## config.mk

```make
export PLATFORM = sky130hd
export DESIGN_NAME = alu_mc
export DESIGN_NICKNAME = d
export VERILOG_FILES = /design/src/rtl/alu_mc_pkg.sv /design/src/rtl/alu_mc_addsat.sv /design/src/rtl/alu_mc.sv
export SDC_FILE = /design/constraint.sdc
export NUM_CORES = 1
export LEC_CHECK = 0
export CAP_MARGIN = 30
export CORE_MARGIN = 2
export CORE_UTILIZATION = 50
export CTS_CLUSTER_SIZE = 30
export DETAILED_ROUTE_END_ITERATION = 12
export GPL_TIMING_DRIVEN = 0
export PLACE_DENSITY_LB_ADDON = 0.08
export REMOVE_ABC_BUFFERS = 1
export SLEW_MARGIN = 30
export SYNTH_ARGS = -nofsm -noshare
export SYNTH_HDL_FRONTEND = slang
export SYNTH_SLANG_ARGS = --single-unit
```

## constraint.sdc

```tcl
create_clock -name clk -period 9.28 [get_ports clk]
set_input_delay 1.856 -clock clk [delete_from_list [all_inputs] [get_ports clk]]
set_output_delay 1.856 -clock clk [all_outputs]
set_load 0.01 [all_outputs]
```

## src/rtl/alu_mc_pkg.sv

```systemverilog
// Shared state encoding, accumulator width helper and coefficient field layout for alu_mc.
package alu_mc_pkg;

    typedef enum logic [2:0] {
        IDLE,
        LOAD_RJ,
        MAC,
        SHIFT,
        OUT
    } state_t;

    localparam int unsigned COEFF_SIGN_BIT = 8;
    localparam int unsigned COEFF_K_MSB    = 7;
    localparam int unsigned COEFF_K_W      = COEFF_K_MSB + 1;

    function automatic int unsigned acc_width(input int unsigned guard_w,
                                              input int unsigned data_w,
                                              input int unsigned frac_w);
        return guard_w + data_w + frac_w;
    endfunction

endpackage

```

## src/rtl/alu_mc_addsat.sv

```systemverilog
// Accumulator add/subtract for alu_mc; with ALU_MC_SAT_EN defined the result clamps to the
// signed ACC_W range and o_clamp flags it, otherwise the result wraps and o_clamp is 0.
module alu_mc_addsat #(
    parameter int unsigned ACC_W = 40
) (
    input  logic [ACC_W-1:0] i_a,
    input  logic [ACC_W-1:0] i_b,
    input  logic             i_sub,
    output logic [ACC_W-1:0] o_sum,
    output logic             o_clamp
);

`ifdef ALU_MC_SAT_EN
    logic [ACC_W:0] w_ext;
    logic           w_ovf;

    // One extra bit keeps the exact result; overflow shows as disagreeing top bits.
    assign w_ext = i_sub ? ({i_a[ACC_W-1], i_a} - {i_b[ACC_W-1], i_b})
                         : ({i_a[ACC_W-1], i_a} + {i_b[ACC_W-1], i_b});
    assign w_ovf = w_ext[ACC_W] ^ w_ext[ACC_W-1];

    always_comb begin
        o_sum   = w_ext[ACC_W-1:0];
        o_clamp = 1'b0;
        if (w_ovf) begin
            o_clamp = 1'b1;
            o_sum   = w_ext[ACC_W] ? {1'b1, {(ACC_W-1){1'b0}}} : {1'b0, {(ACC_W-1){1'b1}}};
        end
    end
`else
    assign o_sum   = i_sub ? (i_a - i_b) : (i_a + i_b);
    assign o_clamp = 1'b0;
`endif

endmodule

```

## src/rtl/alu_mc.sv

```systemverilog
// Multichannel delayed-tap MAC: per channel, NUM_RJ groups of signed taps, halving after each group.
// Optional saturating accumulation and sticky ovf when ALU_MC_SAT_EN is defined.
module alu_mc
    import alu_mc_pkg::*;
#(
    parameter int unsigned NUM_CH      = 2,
    parameter int unsigned DATA_W      = 16,
    parameter int unsigned GUARD_W     = 8,
    parameter int unsigned FRAC_W      = 16,
    parameter int unsigned DATA_DEPTH  = 256,
    parameter int unsigned COEFF_DEPTH = 256,
    parameter int unsigned NUM_RJ      = 16,
    parameter int unsigned RJ_W        = 8,
    localparam int unsigned ACC_W = acc_width(GUARD_W, DATA_W, FRAC_W),
    localparam int unsigned CA_W  = $clog2(DATA_DEPTH),
    localparam int unsigned DA_W  = $clog2(NUM_CH * DATA_DEPTH),
    localparam int unsigned KA_W  = $clog2(NUM_CH * COEFF_DEPTH),
    localparam int unsigned RA_W  = $clog2(NUM_CH * NUM_RJ),
    localparam int unsigned CH_W  = (NUM_CH > 1) ? $clog2(NUM_CH) : 1
) (
    input  logic              clk,
    input  logic              clear_n,
    input  logic              start,
    input  logic [CA_W-1:0]   cur_addr,
    input  logic [15:0]       cur_n,
    input  logic [DATA_W-1:0] data,
    input  logic [15:0]       coeff_data,
    input  logic [RJ_W-1:0]   rj_data,
    output logic [DA_W-1:0]   data_addr,
    output logic [KA_W-1:0]   coeff_addr,
    output logic [RA_W-1:0]   rj_addr,
    output logic              busy,
    output logic              out_valid,
    input  logic              out_ready,
    output logic [CH_W-1:0]   out_ch,
    output logic [ACC_W-1:0]  accum_reg,
    output logic              ovf
);

    localparam int unsigned J_W  = (NUM_RJ > 1) ? $clog2(NUM_RJ) : 1;
    localparam int unsigned IX_W = (COEFF_DEPTH > 1) ? $clog2(COEFF_DEPTH) : 1;

    state_t            r_state, w_state_nxt;
    logic [CA_W-1:0]   r_cur_addr, w_cur_addr_nxt;
    logic [15:0]       r_cur_n, w_cur_n_nxt;
    logic [CH_W-1:0]   r_ch, w_ch_nxt;
    logic [J_W-1:0]    r_j, w_j_nxt;
    logic [IX_W-1:0]   r_idx, w_idx_nxt;
    logic [RJ_W-1:0]   r_cnt, w_cnt_nxt;
    logic [ACC_W-1:0]  r_acc, w_acc_nxt;
    logic              r_ovf, w_ovf_nxt;
    logic              r_busy, r_out_valid;
    logic [CH_W-1:0]   r_out_ch;
    logic [ACC_W-1:0]  r_accum_reg;

    logic [COEFF_K_W-1:0] w_k;
    logic                 w_neg;
    logic [CA_W-1:0]      w_hist;
    logic                 w_pre_stream;
    logic [ACC_W-1:0]     w_op;
    logic [ACC_W-1:0]     w_sum;
    logic                 w_clamp;
    logic [DA_W-1:0]      w_data_addr;
    logic [KA_W-1:0]      w_coeff_addr;
    logic [RA_W-1:0]      w_rj_addr;
    logic                 w_unused;

    // Tap decode: delay k back from the newest sample; taps older than the stream contribute 0.
    assign w_k          = coeff_data[COEFF_K_MSB:0];
    assign w_neg        = coeff_data[COEFF_SIGN_BIT];
    assign w_hist       = r_cur_addr - CA_W'(w_k);
    assign w_pre_stream = 16'(w_k) > r_cur_n;
    assign w_op         = w_pre_stream ? '0 : {{GUARD_W{data[DATA_W-1]}}, data, {FRAC_W{1'b0}}};
    assign w_unused     = &{1'b0, coeff_data[15:COEFF_SIGN_BIT+1]};

    alu_mc_addsat #(
        .ACC_W (ACC_W)
    ) u_addsat (
        .i_a     (r_acc),
        .i_b     (w_op),
        .i_sub   (w_neg),
        .o_sum   (w_sum),
        .o_clamp (w_clamp)
    );

    always_ff @(posedge clk or negedge clear_n) begin
        if (!clear_n) begin
            r_state <= IDLE;
        end else begin
            r_state <= w_state_nxt;
        end
    end

    always_comb begin
        w_state_nxt    = r_state;
        w_cur_addr_nxt = r_cur_addr;
        w_cur_n_nxt    = r_cur_n;
        w_ch_nxt       = r_ch;
        w_j_nxt        = r_j;
        w_idx_nxt      = r_idx;
        w_cnt_nxt      = r_cnt;
        w_acc_nxt      = r_acc;
        w_ovf_nxt      = r_ovf;
        w_data_addr    = '0;
        w_coeff_addr   = '0;
        w_rj_addr      = '0;
        case (r_state)
            IDLE: begin
                if (start) begin
                    w_cur_addr_nxt = cur_addr;
                    w_cur_n_nxt    = cur_n;
                    w_ch_nxt       = '0;
                    w_j_nxt        = J_W'(NUM_RJ - 1);
                    w_idx_nxt      = '0;
                    w_acc_nxt      = '0;
                    w_ovf_nxt      = 1'b0;
                    w_state_nxt    = LOAD_RJ;
                end
            end
            LOAD_RJ: begin
                w_rj_addr   = RA_W'(r_ch) * RA_W'(NUM_RJ) + RA_W'(r_j);
                w_cnt_nxt   = rj_data;
                w_state_nxt = (rj_data == '0) ? SHIFT : MAC;
            end
            MAC: begin
                w_coeff_addr = KA_W'(r_ch) * KA_W'(COEFF_DEPTH) + KA_W'(r_idx);
                w_data_addr  = DA_W'(r_ch) * DA_W'(DATA_DEPTH) + DA_W'(w_hist);
                w_acc_nxt    = w_sum;
                w_ovf_nxt    = r_ovf | w_clamp;
                w_idx_nxt    = r_idx + IX_W'(1);
                w_cnt_nxt    = r_cnt - RJ_W'(1);
                if (r_cnt == RJ_W'(1)) begin
                    w_state_nxt = SHIFT;
                end
            end
            SHIFT: begin
                w_acc_nxt = {r_acc[ACC_W-1], r_acc[ACC_W-1:1]};
                if (r_j != '0) begin
                    w_j_nxt     = r_j - J_W'(1);
                    w_state_nxt = LOAD_RJ;
                end else begin
                    w_state_nxt = OUT;
                end
            end
            OUT: begin
                if (out_ready) begin
                    if (r_ch != CH_W'(NUM_CH - 1)) begin
                        w_ch_nxt    = r_ch + CH_W'(1);
                        w_j_nxt     = J_W'(NUM_RJ - 1);
                        w_idx_nxt   = '0;
                        w_acc_nxt   = '0;
                        w_state_nxt = LOAD_RJ;
                    end else begin
                        w_state_nxt = IDLE;
                    end
                end
            end
            default: w_state_nxt = IDLE;
        endcase
    end

    // Datapath and registered outputs; the result is captured once on entry to OUT and held.
    always_ff @(posedge clk or negedge clear_n) begin
        if (!clear_n) begin
            r_cur_addr  <= '0;
            r_cur_n     <= '0;
            r_ch        <= '0;
            r_j         <= '0;
            r_idx       <= '0;
            r_cnt       <= '0;
            r_acc       <= '0;
            r_ovf       <= 1'b0;
            r_busy      <= 1'b0;
            r_out_valid <= 1'b0;
            r_out_ch    <= '0;
            r_accum_reg <= '0;
        end else begin
            r_cur_addr  <= w_cur_addr_nxt;
            r_cur_n     <= w_cur_n_nxt;
            r_ch        <= w_ch_nxt;
            r_j         <= w_j_nxt;
            r_idx       <= w_idx_nxt;
            r_cnt       <= w_cnt_nxt;
            r_acc       <= w_acc_nxt;
            r_ovf       <= w_ovf_nxt;
            r_busy      <= (w_state_nxt != IDLE);
            r_out_valid <= (w_state_nxt == OUT);
            if (r_state == SHIFT && w_state_nxt == OUT) begin
                r_accum_reg <= w_acc_nxt;
                r_out_ch    <= r_ch;
            end
        end
    end

    assign data_addr  = w_data_addr;
    assign coeff_addr = w_coeff_addr;
    assign rj_addr    = w_rj_addr;
    assign busy       = r_busy;
    assign out_valid  = r_out_valid;
    assign out_ch     = r_out_ch;
    assign accum_reg  = r_accum_reg;
    assign ovf        = r_ovf;

endmodule

```

* Word-level counts from Yosys, hierarchy flattened
Index checks and enable logic that the tools add are counted.
Storage, ports and cells: bits in registers 131, input port bits 68, output and inout bits 67, logic and storage cells 76
Operators by class: add/subtract/negate cells 10, $lt $le $gt $ge 1, eq/ne operators 10, multiplexer cells 30, reduce and logical (&&, ||, !) cells 13
Operators with widths (number):
- 40-bit two-way mux | 5
- 40-bit one-hot mux with 4 select lines | 1
- 40-bit adder | 1
- 40-bit subtractor | 1
- 8-bit two-way mux | 3
- 8-bit one-hot mux with 3 select lines | 1
- 9-bit by 8-bit adder with 9-bit output | 2
- 9-bit two-way mux | 2
- 8-bit by 16-bit > comparator with 1-bit output | 1
- 4-bit two-way mux | 4
- 8-bit one-hot mux with 2 select lines | 1
- 3-bit one-hot mux with 5 select lines | 1
- 3-bit two-way mux | 4
- 4-bit one-hot mux with 3 select lines | 1
- 3-bit nonzero test | 3
- 8-bit by 1-bit adder with 8-bit output, second input constant | 1
- 8-bit by 1-bit equality test with 1-bit output, second input constant | 1
- 8-bit zero test | 1
- 2-bit inequality test, second input constant | 4
- 8-bit by 1-bit subtractor with 8-bit output, second input constant | 1
- 8-bit subtractor | 1
- 3-bit by 2-bit equality test with 1-bit output, second input constant | 2
- 3-bit equality test, second input constant | 2
- 5-bit by 4-bit adder with 5-bit output | 1
- other kinds (14) | 19

* Logic depth before layout (Yosys ltp)
Gate-level depths: netlist of run 1.
depth in word-level cells 5, depth in mapped cells 26, gate-level depth less buffers 23

* By module
Synthesis of run 1 repeated with hierarchy kept, for this count alone.
Unflattened totals: cell total of the unflattened synthesis 1039, area, all modules 9457.8 µm²
Modules (own cells, without submodules):
- alu_mc | instances 1, cells an instance 579, area each 6404.9 µm², sequential area each 3303.2 µm²
- alu_mc_addsat | instances 1, cells an instance 460, area each 3052.9 µm², sequential area each 0.0 µm²

* Worst setup path after synthesis of run 1
No wires, ideal clock.
path type input to register, start in coeff_data[1], end reg r_acc[39], setup time 0.069 ns, data arrival time 6.448 ns, data required time 9.211 ns, setup slack 2.763 ns, stages on the path 24, path buffers 3, cells stage by stage ha_1 -> nor2b_1 -> o21a_1 -> o21a_1 -> o21bai_1 -> a21o_1 -> clkbuf_1 -> clkbuf_1 -> nand2_1 -> ha_1 -> clkbuf_1 -> nor2_1 -> nor2_1 -> a31oi_1 -> o31ai_1 -> ha_1 -> nand3_1 -> or3_1 -> o211ai_1 -> a21oi_1 -> o311ai_1 -> xnor2_1 -> or3_1 -> nand3_1
On the way: word-level cells in the longest chain between the ends 5, elaborated cells on any way between the ends 6, those cells by class add/sub: 2; order compare: 1; mux: 3
Ends and longest elaborated chain:
- start, declared | RTL line alu_mc.sv:27 | input logic [15:0] coeff_data,
- 8-bit by 16-bit > comparator with 1-bit output (*) | RTL line alu_mc.sv:72 | assign w_pre_stream = 16'(w_k) > r_cur_n;
- 40-bit two-way mux (*) | RTL line alu_mc.sv:73 | assign w_op = w_pre_stream ? '0 : {{GUARD_W{data[DATA_W-1]}}, data, {FRAC_W{1'b0}}};
- 40-bit adder / 40-bit subtractor (equally long branches) | RTL line alu_mc_addsat.sv:31 | assign o_sum = i_sub ? (i_a - i_b) : (i_a + i_b);
- 40-bit two-way mux (*) | RTL line alu_mc_addsat.sv:31
- 40-bit one-hot mux with 4 select lines (*) | RTL line alu_mc.sv:107 | case (r_state)
- net w_acc_nxt[39] | RTL line alu_mc.sv:50 | logic [ACC_W-1:0] r_acc, w_acc_nxt;
- end signal, assigned | RTL line alu_mc.sv:184 | r_acc <= w_acc_nxt;
- end, declared | RTL line alu_mc.sv:50
The timed path passes the listed nets; every way through them passes the cells marked *. A chain may end at the register's enable or synchronous reset.

* Final worst setup path of run 1
Same ends and word-level chain as after synthesis.

==> reports/results.txt, run 1 <==
Final ANT Viol Nets: 0
Fin crit share: 80.6%
DP HPWL: 12500 um
Initial core utilization: 50.7%
Wire per inst: 15.7 um
Area delta synth->final: 29.7%
Nets@finish: 1018
Residual DRC: 0
1st-pass router iterations: 5
Largest cells by area after synthesis: dfrtp_1, ha_1, nand2_1
Antenna violations before repair: 0
Hold/Removal Path Class: reg -> reg
Clock share of power: 27.2%
Power after layout: 2.59 mW
GRT Total Usage: 22.9%
CTS hold repair buffers: 0
Setup CP Type: in -> reg
I/O pins: 135
Synth Flop Type: dfrtp_1
Post-CTS resize count: 0
Combinational power share: 41.2%
Fmax: 134 MHz
WL final: 17300 um
Peak VDD IR: 0.000130 V
Port Buffers: 126
Clock Pin Slew Worst Setup and Hold Paths: 0.06 ns
Internal Power: 1.66 mW
Seq pwr share: 31.6%
Synthesized flop and latch total: 131
RSZ-0062 raised after global routing: no
Critical Path Max Stage Delay: 0.73 ns
Die ar.: 0.0156 mm^2
Sw Ratio: 36.1%
Clock buffer depth: 2
Worst slew pin tran: 0.921 ns
Post-synthesis cell count: 790
Most frequent cells after synthesis: dfrtp_1, nand2_1, nor2_1, o21ai_0, ha_1
Outcome: complete, no violations
Synth unique cells: 52
Number of diodes: 0
Die Span Y: 125 um
Min cycle time layout: 7.48 ns
CTS tree: built
Fin. max-slew vios: 0
Max FO, Critical Path: 28
Critical Path AT: 7.83 ns
First-pass GRT wire length: 29300 um
Placed instance area: 0.00883 mm^2
Final hold vios: 0
GP Congestion: 0.893
Critical Path RT: 9.63 ns
Setup skew after layout: 0.00798 ns
Max Cap Viol: 0
Share of cells above drive strength 1: 8.61%
Slew HR: 38.6%
Crit. End Element: flip-flop
Setup crit start kind: primary input
Vias in the first global route: 6141
Syn. warnings: 0
Clock Latency Late Sink: 0.41 ns
CP bufs+invs: 1
Leakage: 4.23 nW
Core Rows: 44
Largest area contributor in the netlist: dfrtp_1
Share of flip-flops with an asynchronous set or reset: 100%
Register area share after synthesis: 45.0%
Most frequent cell after synthesis: dfrtp_1
Total vias in the final route: 6187
Vias per cell: 5.61
Die X: 125 um
Crit path max-delay family: compound AO/OA/AOI/OAI gates
Final setup violation count: 0
Pwr dens: 274 mW/mm^2
Num CTS Buffers: 17
Sw power: 0.937 mW
Clock Tree Root: clkbuf_16
H-tree Lvls: 4
Largest net degree at the start of global routing: 84
# Post-CTS Setup Buffers: 0
Synth top area share: 45.0%
Fin Setup TNS: 0 ns
EDFF count, synth: 0
1st-iter DRT viols: 555
# clock sinks: 131
Final instance area: 0.00945 mm^2
Syn Area/Cell: 9.22 um^2
Area of the mapped netlist: 0.00729 mm^2
Congestion Overflow GR: 0
CP Cell Sequence: clkdlybuf4s50_1 > ha_1 > nor2b_1 > o21a_1 > o21a_1 > o21bai_1 > a21o_1 > nand2_1 > ha_1 > nor2_1 > nor2_1 > a31oi_1 > o31ai_1 > ha_1 > a211oi_1 > nor2_1 > o41ai_1 > o211ai_1 > a21oi_1 > o311ai_1 > xnor2_1 > or3_1 > nand3_1
Core footprint: 0.0144 mm^2
Slowest CP cell: a21o_1
## cell usage in the layout, fill, tap and decap left out, types with 5 or more instances in the layout
| cell type | instances |
|---|---|
| xnor2_1 | 18 |
| xor2_1 | 23 |
| mux2_2 | 19 |
| a21o_1 | 5 |
| nor2_1 | 78 |
| a31oi_1 | 7 |
| nand3_1 | 13 |
| ha_1 | 43 |
| nand4_1 | 6 |
| dfrtp_1 | 131 |
| a21oi_1 | 41 |
| a22o_1 | 17 |
| clkbuf_16 | 17 |
| a22oi_1 | 14 |
| and2_1 | 17 |
| nor2b_1 | 7 |
| nor4_1 | 9 |
| nand2b_1 | 5 |
| o21ai_0 | 55 |
| a222oi_1 | 6 |
| o21bai_1 | 5 |
| nand2_1 | 113 |
| inv_1 | 37 |
| o31ai_1 | 5 |
| nor3_1 | 10 |
| clkdlybuf4s50_1 | 125 |
| o21a_1 | 11 |
| or3_1 | 5 |
## path summary, 6_finish.rpt
path | startpoint | to | slack (ns) | cells after the start
max in group asynchronous | clear_n | accum_reg[12] | 7.21 | 2
worst max register to register | r_cur_n[1] | r_acc[39] | 3.37 | 23
worst max-delay path | coeff_data[1] | r_acc[39] | 1.80 | 23
worst min register to register | out_ch | out_ch | 0.47 | 2
min in group asynchronous | clear_n | r_idx[2] | 1.34 | 1
worst min-delay path | out_ch | out_ch | 0.47 | 2
## stage by stage
stage	instances	setup WS, ns	hold WS, ns	util [%]
finish	1102	1.80	0.470	65.8
global route	1102	1.30	0.494	65.8
CTS	1102	1.90	0.476	65.8
detailed placement	1071	1.48	0.461	61.4
global placement	1060	1.17	0.458	60.0
floorplan	750	2.92	0.465	-
## worst min-delay path: stages (launching register included)
cell     delay (ns)
dfrtp_1        0.34
nand2_1        0.05
nand2_1        0.05
## power by group through the flow
stage	Clock, mW	Sequential, mW	Combinational [mW]
after floorplan	0	0.794	0.716
after global placement	0	0.817	0.966
after detailed placement	0	0.825	1.06
after CTS	0.715	0.817	1.07
after global routing	0.740	0.839	1.20
final	0.706	0.820	1.07
## routing by layer
| layer | up-vias | track usage (%) | wire length [um] |
|---|---|---|---|
| li1 | 2993 | - | - |
| met1 | 2981 | 30.3 | 7810 |
| met2 | 179 | 37.5 | 8310 |
| met3 | 34 | 4.60 | 838 |
| met4 | 0 | 8.46 | 366 |
| met5 | - | 0 | 0 |
## layout make-up
type                    instances  area [um^2]
clock buffers                  18          439
clock inverters                13          184
fillers                      1170         4920
inverters                      37          139
multi-input cells             582         3740
flip-flops and latches        131         3280
well taps                     184          230
repair buffers                137         1440
## cell families after synthesis
| logic type | synth area share, % |
|---|---|
| and+or+nand+nor | 18.0 |
| buffers and inverters | 4.07 |
| muxes | 3.07 |
| other | 0.0515 |
| AOI/OAI and AO/OA | 17.2 |
| xor gates and xnor gates | 4.93 |
| adders and majority gates | 7.66 |
| DFF | 45.0 |
(Power assumes the default switching activity.)
==> inputs of run 2 (changes only) <==
==> constraint.sdc (replaced) <==
create_clock -name clk -period 7.1 [get_ports clk]
set_input_delay 1.42 -clock clk [delete_from_list [all_inputs] [get_ports clk]]
set_output_delay 1.42 -clock clk [all_outputs]
set_load 0.01 [all_outputs]
==> run 2 against run 1 <==
  * Cell area is essentially flat
  * Routed wire length is 0.18% lower
  * Clock skew about the same
  * Clock power is 30% higher
  * Register-to-register slack worse by 1.7 ns
  * Critical endpoint unchanged
  * Largest cell class unchanged
==> reports/results.txt, run 2 (synthesis results as in run 1) <==
Final worst setup slack: 0.565 ns (-1.24 ns)
Vias in the first global route: 6141 (unchanged)
Wire per inst: 15.7 um (-0.18%)
Congestion Overflow GR: 0 (unchanged)
CTS tree: built
Reg area: 0.00328 mm^2 (unchanged)
Peak VDD IR: 0.000170 V (+31%)
Hold EP: out_ch
Multi-input logic area: 0.00375 mm^2 (+0.20%)
Cells on Worst Hold Path: 2 (unchanged)
Fin. max-slew vios: 0 (unchanged)
Number of diodes: 0 (unchanged)
Commonest non-fill, non-tap cell in the layout: dfrtp_1
Worst setup startpoint: coeff_data[1]
Worst reg2reg startpoint: r_cur_n[1]
Area delta synth->final: 29.8% (about the same)
Critical Path RT: 7.45 ns (-2.18 ns)
Die ar.: 0.0156 mm^2 (unchanged)
Share of cells above drive strength 1: 8.71% (+0.11 points)
# clock sinks: 131 (unchanged)
Leakage: 4.23 nW (about the same)
GP Congestion: 0.893 (unchanged)
CP Cell Sequence: clkdlybuf4s50_1 > ha_1 > nor2b_1 > o21a_1 > o21a_1 > o21bai_1 > a21o_4 > nand2_1 > ha_1 > nor2_1 > nor2_1 > a31oi_1 > o31ai_1 > ha_1 > a211oi_1 > nor2_1 > o41ai_1 > o211ai_1 > a21oi_1 > o311ai_1 > xnor2_1 > or3_1 > nand3_1
Placed instance area: 0.00883 mm^2 (unchanged)
Top Metal Used: met4
Initial core utilization: 50.7% (unchanged)
Setup CP Type: in -> reg
Final hold vios: 0 (unchanged)
Total vias in the final route: 6165 (-0.36%)
Critical Path AT: 6.88 ns (-0.95 ns)
Vias per cell: 5.59 (-0.36%)
DP HPWL: 12500 um (unchanged)
Min Hold Slack: 0.470 ns (-0.000278 ns)
Port Buffers: 126 (unchanged)
Die X: 125 um (unchanged)
GRT Total Usage: 22.9% (unchanged)
Fill cells: 1169 (-0.085%)
Clock Tree Root: clkbuf_16
CTS hold repair buffers: 0 (unchanged)
Clock buffer depth: 2 (unchanged)
Fin crit share: 92.0%
Crit Reg-Reg Endpoint: r_acc[39]
Max FO, Critical Path: 28 (unchanged)
Max Cap Viol: 0 (unchanged)
Layout Cells excl Fill: 1102 (unchanged)
Worst R2R Path Depth: 23 (unchanged)
H-tree Lvls: 4 (unchanged)
Clock Latency Late Sink: 0.41 ns (about the same)
Setup crit start kind: primary input
Final instance area: 0.00946 mm^2 (about the same)
Final setup violation count: 0 (unchanged)
Detail Route met3 WL: 818 um (-2.4%)
Met2 WL: 8320 um (+0.14%)
R2R setup slack: 1.70 ns (-1.67 ns)
Die Span Y: 125 um (unchanged)
Slowest CP cell: nor2_1
Core Rows: 44 (unchanged)
Hold/Removal Path Class: reg -> reg
Hold Path Origin: out_ch
Commonest non-fill, non-tap cells in the layout: dfrtp_1, clkdlybuf4s50_1, nand2_1
Crit. End Element: flip-flop
M1 WL: 7820 um (about the same)
Pwr dens: 358 mW/mm^2 (+31%)
I/O pins: 135 (unchanged)
Clock Pin Slew Worst Setup and Hold Paths: 0.06 ns (about the same)
Core footprint: 0.0144 mm^2 (unchanged)
Final ANT Viol Nets: 0 (unchanged)
Worst slew pin tran: 0.794 ns (-0.127 ns)
Num CTS Buffers: 17 (unchanged)
Setup skew after layout: 0.00804 ns (+0.0000577 ns)
Outcome: complete, no violations
Critical Path Max Stage Delay: 0.46 ns (-0.27 ns)
1st-iter DRT viols: 550 (-0.90%)
First-pass GRT wire length: 29300 um (unchanged)
Setup WS pre-CTS: -0.261 ns (-1.74 ns)
Antenna violations before repair: 0 (unchanged)
Residual DRC: 0 (unchanged)
Largest net degree at the start of global routing: 84 (unchanged)
WL final: 17300 um (-0.18%)
1st-pass router iterations: 9 (+4)
Placed Instances: 1071 (unchanged)
RSZ-0062 raised after global routing: no
Nets@finish: 1018 (unchanged)
Fmax: 153 MHz
Slew HR: 46.9% (+8.3 points)
Min cycle time layout: 6.54 ns
## run 2: cell counts in the layout (fill, tap and decap cells not counted)
Identical to the previous run, type by type.
## run 2: final cells by class
class,count,share of cell area (%)
tap,184,2.43
inverter,37,1.47
multi-input combinational,582,39.7
clock buffer,18,4.64
timing repair buffer,137,15.2
clock inverter,13,1.94
sequential,131,34.7
## run 2: metal layers
metal | vias to the layer above | global-route usage (%)
met5 | - | 0
met4 | 0 | 8.46
met3 | 30 | 4.60
met2 | 169 | 37.5
met1 | 2973 | 30.3
li1 | 2993 | -
## run 2: report_power, final
group	internal, mW	total [mW]	switching, mW
registers	0.927	1.07	0.145
logic	0.643	1.40	0.753
clock network	0.594	0.921	0.327
total	2.16	3.39	1.22
## run 2: timing repair
action | in CTS | in global routing
buffers inserted | 0 | 0
resized for setup | 0 | 2
endpoints found under the setup margin | 0 | 14
## run 2: how the worst max path moves through the flow
stage	to	cells past startpoint
6_report	r_acc[39]	23
5_1_grt	accum_reg[36]	23
3_5_place_dp	r_acc[39]	23
3_3_place_gp	accum_reg[22]	1
2_1_floorplan	r_acc[39]	21
4_1_cts	r_acc[39]	23
## run 2: stage by stage
stage | TNS, ns | utilization, % | power, mW
floorplan | 0 | - | 1.97
global placement | -73.51 | 60.0 | 2.33
detailed placement | -1.20 | 61.4 | 2.46
CTS | 0 | 65.8 | 3.40
global route | 0 | 65.8 | 3.63
finish | 0 | 65.8 | 3.39
## run 2: critical path, delay by kind of cell
kind	cells	cell delay, ns
compound gates	11	2.50
xor+xnor	1	0.16
fa+ha+maj	3	0.93
buf+inv	1	0.45
simple gates	7	1.42
